**src/rtl/control_sequencer.sv**
```systemverilog
// Six-state ring-counter control sequencer for a SAP-1 style accumulator machine.
// Control outputs are decoded combinationally from the ring state and the latched opcode.
module control_sequencer (
    input  logic       clk,
    input  logic       reset,
    input  logic       run,
    input  logic [3:0] opcode,
    output logic       Cp,
    output logic       Ep,
    output logic       Lm_n,
    output logic       CE_n,
    output logic       Li_n,
    output logic       Ei_n,
    output logic       La_n,
    output logic       Ea,
    output logic       Su,
    output logic       Eu,
    output logic       Lb_n,
    output logic       Lo_n,
    output logic       halt,
    output logic [5:0] tstate
);

    typedef enum logic [3:0] {
        OP_LDA = 4'h0,
        OP_ADD = 4'h1,
        OP_SUB = 4'h2,
        OP_OUT = 4'hE,
        OP_HLT = 4'hF
    } opcode_t;

    localparam logic [5:0] T1 = 6'b000001;
    localparam logic [5:0] T2 = 6'b000010;
    localparam logic [5:0] T3 = 6'b000100;
    localparam logic [5:0] T4 = 6'b001000;
    localparam logic [5:0] T5 = 6'b010000;
    localparam logic [5:0] T6 = 6'b100000;

    opcode_t opcode_q;

    // NOTE: state registers use non-blocking assignments so every flop samples pre-edge values.
    always_ff @(posedge clk or negedge reset) begin
        if (!reset) begin
            tstate   <= T1;
            opcode_q <= OP_LDA;
            halt     <= 1'b0;
        end else if (run && !halt) begin
            tstate <= {tstate[4:0], tstate[5]};
            // The opcode is captured on the edge leaving T3 and held for the execute states.
            if (tstate[2]) begin
                opcode_q <= opcode_t'(opcode);
                if (opcode == OP_HLT) begin
                    halt <= 1'b1;
                end
            end
        end
    end

    // NOTE: every output gets its inactive value first, so no path through the case infers a latch.
    always_comb begin
        Cp   = 1'b0;
        Ep   = 1'b0;
        Lm_n = 1'b1;
        CE_n = 1'b1;
        Li_n = 1'b1;
        Ei_n = 1'b1;
        La_n = 1'b1;
        Ea   = 1'b0;
        Su   = 1'b0;
        Eu   = 1'b0;
        Lb_n = 1'b1;
        Lo_n = 1'b1;
        if (run && !halt) begin
            case (tstate)
                T1: begin
                    Ep   = 1'b1;
                    Lm_n = 1'b0;
                end
                T2: Cp = 1'b1;
                T3: begin
                    CE_n = 1'b0;
                    Li_n = 1'b0;
                end
                T4: begin
                    case (opcode_q)
                        OP_LDA, OP_ADD, OP_SUB: begin
                            Ei_n = 1'b0;
                            Lm_n = 1'b0;
                        end
                        OP_OUT: begin
                            Ea   = 1'b1;
                            Lo_n = 1'b0;
                        end
                        default: ;
                    endcase
                end
                T5: begin
                    case (opcode_q)
                        OP_LDA: begin
                            CE_n = 1'b0;
                            La_n = 1'b0;
                        end
                        OP_ADD, OP_SUB: begin
                            CE_n = 1'b0;
                            Lb_n = 1'b0;
                        end
                        default: ;
                    endcase
                end
                T6: begin
                    if (opcode_q == OP_ADD || opcode_q == OP_SUB) begin
                        Eu   = 1'b1;
                        La_n = 1'b0;
                        Su   = (opcode_q == OP_SUB);
                    end
                end
                default: ;
            endcase
        end
    end

endmodule

```
**config.mk**
```make
export PLATFORM = sky130hd
export DESIGN_NAME = control_sequencer
export DESIGN_NICKNAME = d
export VERILOG_FILES = /design/src/rtl/control_sequencer.sv
export SDC_FILE = /design/constraint.sdc
export NUM_CORES = 1
export LEC_CHECK = 0
export CORE_AREA = 2 2 39 41
export CTS_BUF_LIST = sky130_fd_sc_hd__clkbuf_4
export DETAILED_ROUTE_END_ITERATION = 7
export DIE_AREA = 0 0 41 43
export DONT_BUFFER_PORTS = 1
export PLACE_DENSITY_LB_ADDON = 0.08
export SYNTH_ARGS = -nofsm -noshare
export SYNTH_HDL_FRONTEND = slang
export SYNTH_SLANG_ARGS = --single-unit
```
**constraint.sdc**
```tcl
create_clock -name clk -period 3.6 [get_ports clk]
set_input_delay 1.08 -clock clk [delete_from_list [all_inputs] [get_ports clk]]
set_output_delay 1.08 -clock clk [all_outputs]
set_load 0.02 [all_outputs]
```
[Word-level counts from Yosys, hierarchy flattened]
Cells that the tools add are included.
Word-level totals
  flip-flop bits (word level): 11
Operators by class
  equal/unequal tests: 10
  muxes and demuxes: 32
  reductions and logical operators: 8
Operator list (count)
  $mux W1: 29
  $eq A4 B4 Y1 const B: 2
  $eq A6 B1 Y1 const B: 1
  $eq A6 B2 Y1 const B: 1
  $eq A6 B3 Y1 const B: 1
  $eq A6 B4 Y1 const B: 1
  $eq A6 B5 Y1 const B: 1
  $eq A6 B6 Y1 const B: 1
  $pmux W1 S2: 3
  $eq A4 B1 Y1 const B: 1
  $eq A4 B2 Y1 const B: 1
  $logic_not A4 Y1: 1
  $reduce_and A3 Y1: 1
  $reduce_or A3 Y1: 1
  $reduce_and A2 Y1: 1
  $reduce_or A2 Y1: 1
  $logic_and A1 B1 Y1: 1
  $logic_not A1 Y1: 1
  $logic_or A1 B1 Y1: 1

[Longest topological paths before layout]
  depth after elaboration: 5
  gate-level depth with buffers: 4

[Worst setup path before layout]
Ideal clock, no wire load.
  kind: input-to-output
  start point: in run
  end point: out CE_n
  arrival time: 2389 ps
  required time: 2520 ps
  slack: 131 ps
  cell stages on the path: 3
  buffers on the path: 0
  cell sequence: or4b_4 or4_4 a32o_1
On the way
  word-level cells in the longest chain between the ends: 2
Ends and longest elaborated chain
  start, declared: RTL line 6  | input logic run,
  $logic_and A1 B1 Y1: RTL line 73  | if (run && !halt) begin
  $mux W1: RTL line 73
  end, declared: RTL line 11  | output logic CE_n,
Every way passes these cells.

[Worst setup path in the final report]
  start point: in run
  end point: out Ea
On the way
  word-level cells in the longest chain between the ends: 2
Ends and longest elaborated chain
  $logic_and A1 B1 Y1: RTL line 73
  $mux W1: RTL line 73
  end, declared: RTL line 15  | output logic Ea,
Every way passes these cells.

==> metrics.yaml <==
outcome:
  outcome: "finished clean"
grt:
  grt_use_total_pct: 17.9
  antenna_found_initial: 0
  grt_pass1_wl_microns: 2060
  grt_overflow: 0
  grt_pass1_vias: 436
  grt_max_degree: 12
setup_path:
  reg2reg_to: "opcode_q[1]$_DFFE_PN0P_"
  path_max_fanout: 5
  timing.rr.start: "halt$_DFFE_PN0P_"
  r2r_slack_ns: 2.12
  required_ns: 2.52
  crit_arrival_ns: 2.36
  cp-end-kind: "output port"
  critical_path_class: "input pin to output port"
  startpoint_type: "input pin"
  ff2ff_path_depth: 4
finish:
  diodes: 0
  drive_gt1_share_pct: 35.7
  finalNetCount: 78
  fin_area_sq_um: 729
  final_cell_mix: "10 x dfrtp_1, 9 x mux2_2, 7 x buf_4, 5 x nor4_1"
  final_common_cell: "dfrtp_1"
  area_growth_pct: 15.0
synth:
  yosys_warnings: 0
  syn-num-nets: 68
  avgSynthCellArea_sq_um: 10.4
  ys_types: 25
  ys_seq_elements: 11
  postSynthCellCount: 61
  synth.cell_area_sq_um: 634
  ys_seq_area_share_pct: 43.6
clock_network:
  cts_buffer_depth: 2
  cts-root-buf: "clkbuf_4"
  ctsResizeCount: 0
  clkSinkCount: 11
  cts.clk_slew.worst_paths_ns: 0.06
  cts_buffers: 3
  htreeDepth: 1
  cts_hold_buf: 0
  cts_setup_buffers: 0
  cts_tree: "yes"
  clock_latency_ns: 0.26
route:
  routed_wl_microns: 1280
  drtIter0Drc: 2
  viasPerCell: 5.65
  ant_nets: 0
  dr.pass1.iters: 4
  wl_met3_microns: 89
  top_layer: "met4"
  drc: 0
  wl_met1_microns: 558
  vias: 486
  wl_met2_microns: 599
  route.detailed.wl_per_inst_microns: 14.8
timing:
  tightest_slew_ns: 0.460
  setup_viol: 0
  fmax_mhz: 291
  rsz0062_at_grt: "no"
  setup_tns_ns: 0
  skew_ns: 0.000867
  finalMaxSlewViolations: 0
  fin_crit_sh_pct: 95.6
  period_minus_slack_ns: 3.44
  hold_viol_final: 0
  relSlewSlack_pct: 69.0
placed_design:
  placed_area_sq_um: 699
  globalplace.congestion: 0.677
  port_buffers: 0
  hpwl_microns: 965
floorplanning:
  dieArea_sq_mm: 0.00176
  row_count: 14
  die_h_microns: 43
  initial_utilization_pct: 45.8
  num_io_pins: 26
  die_w_microns: 41
  core_area_sq_mm: 0.00138
hold_path:
  hold_class: "input pin to asynchronous set/reset pin"
power:
  powerDensity_mw_per_mm2: 892
  p_leak_uw: 0.000316
  irDropWorstVdd_mv: 0.410
flow_run:
  max-cap-violations: 0
-- registers in the layout (all words and copies together), names as in the netlist --
name and flops:
halt 1, opcode_q 4, tstate 6
-- layout make-up --
class | count | area (sq um)
clock buffer | 4 | 30.0
fill | 139 | 654
inverter | 2 | 7.51
multi-input combinational | 46 | 343
sequential | 11 | 277
tap | 16 | 20.0
timing repair buffer | 7 | 52.6
-- critical path, cell delays in order --
cell and delay [ns]:
or4b_4 0.47, nor4_1 0.32, buf_4 0.18, and4_1 0.30
-- Yosys cell counts --
cell type / instances / share of area, %
dfrtp_1: 10 / 39
mux2_2: 9 / 16
nor4_1: 5 / 4.9
nand2b_1: 4 / 3.9
nand2_1: 3 / 1.8
nand3_1: 3 / 2.4
nor2_1: 3 / 1.8
clkbuf_1: 2 / 1.2
inv_1: 2 / 1.2
nand4_1: 2 / 2.0
nor3_1: 2 / 1.6
o21ai_0: 2 / 1.6
o21bai_1: 2 / 2.4
a211o_1: 1 / 1.4
a32o_1: 1 / 1.6
and2b_2: 1 / 1.4
and4_1: 1 / 1.4
dfstp_2: 1 / 4.1
nor2b_1: 1 / 0.99
nor3b_1: 1 / 1.2
or2b_1: 1 / 1.2
or3b_2: 1 / 1.4
or4_4: 1 / 1.8
or4b_4: 1 / 2.2
xnor2_1: 1 / 1.4
-- worst max-delay path by stage --
stage / startpoint / cells past startpoint / end / slack [ns]
6_report: run / 4 / Ea / 0.16
5_1_grt: run / 4 / Ea / 0.07
4_1_cts: run / 4 / Ea / 0.15
3_5_place_dp: run / 4 / Ea / 0.16
3_3_place_gp: run / 4 / Ea / 0.16
2_1_floorplan: run / 3 / CE_n / 0.13
-- report_power, final --
group / internal [uW] / switching (uW) / leakage (uW)
clock network: 50.4 / 38.6 / 0.0000184
logic: 127 / 120 / 0.000157
registers: 180 / 135 / 0.000141
-- per-stage QoR --
step,util (%),hold slack (ns),setup WS (ns),std cells,power (uW)
4_1_cts,52.7,0.489,0.154,86,661
3_3_place_gp,50.5,0.564,0.162,82,563
3_5_place_dp,50.5,0.568,0.158,82,568
6_report,52.7,0.504,0.160,86,651
2_1_floorplan,-,0.540,0.131,61,499
5_1_grt,52.7,0.488,0.0677,86,705
-- kinds of logic after synthesis --
kind of cell              share of synthesized area, %
buffers and inverters                             2.37
muxes                                             16.0
DFF                                               43.6
AOI/OAI and AO/OA                                 6.90
and+or+nand+nor                                   29.8
xor gates and xnor gates                          1.38
-- per-layer routing --
metal / track usage (%) / vias up
met1: 24.8 / 222
met4: 14.0 / 0
met3: 3.14 / 4
met2: 23.8 / 17
li1: - / 243
met5: 0 / -
Power figures use the tool's default switching activity.
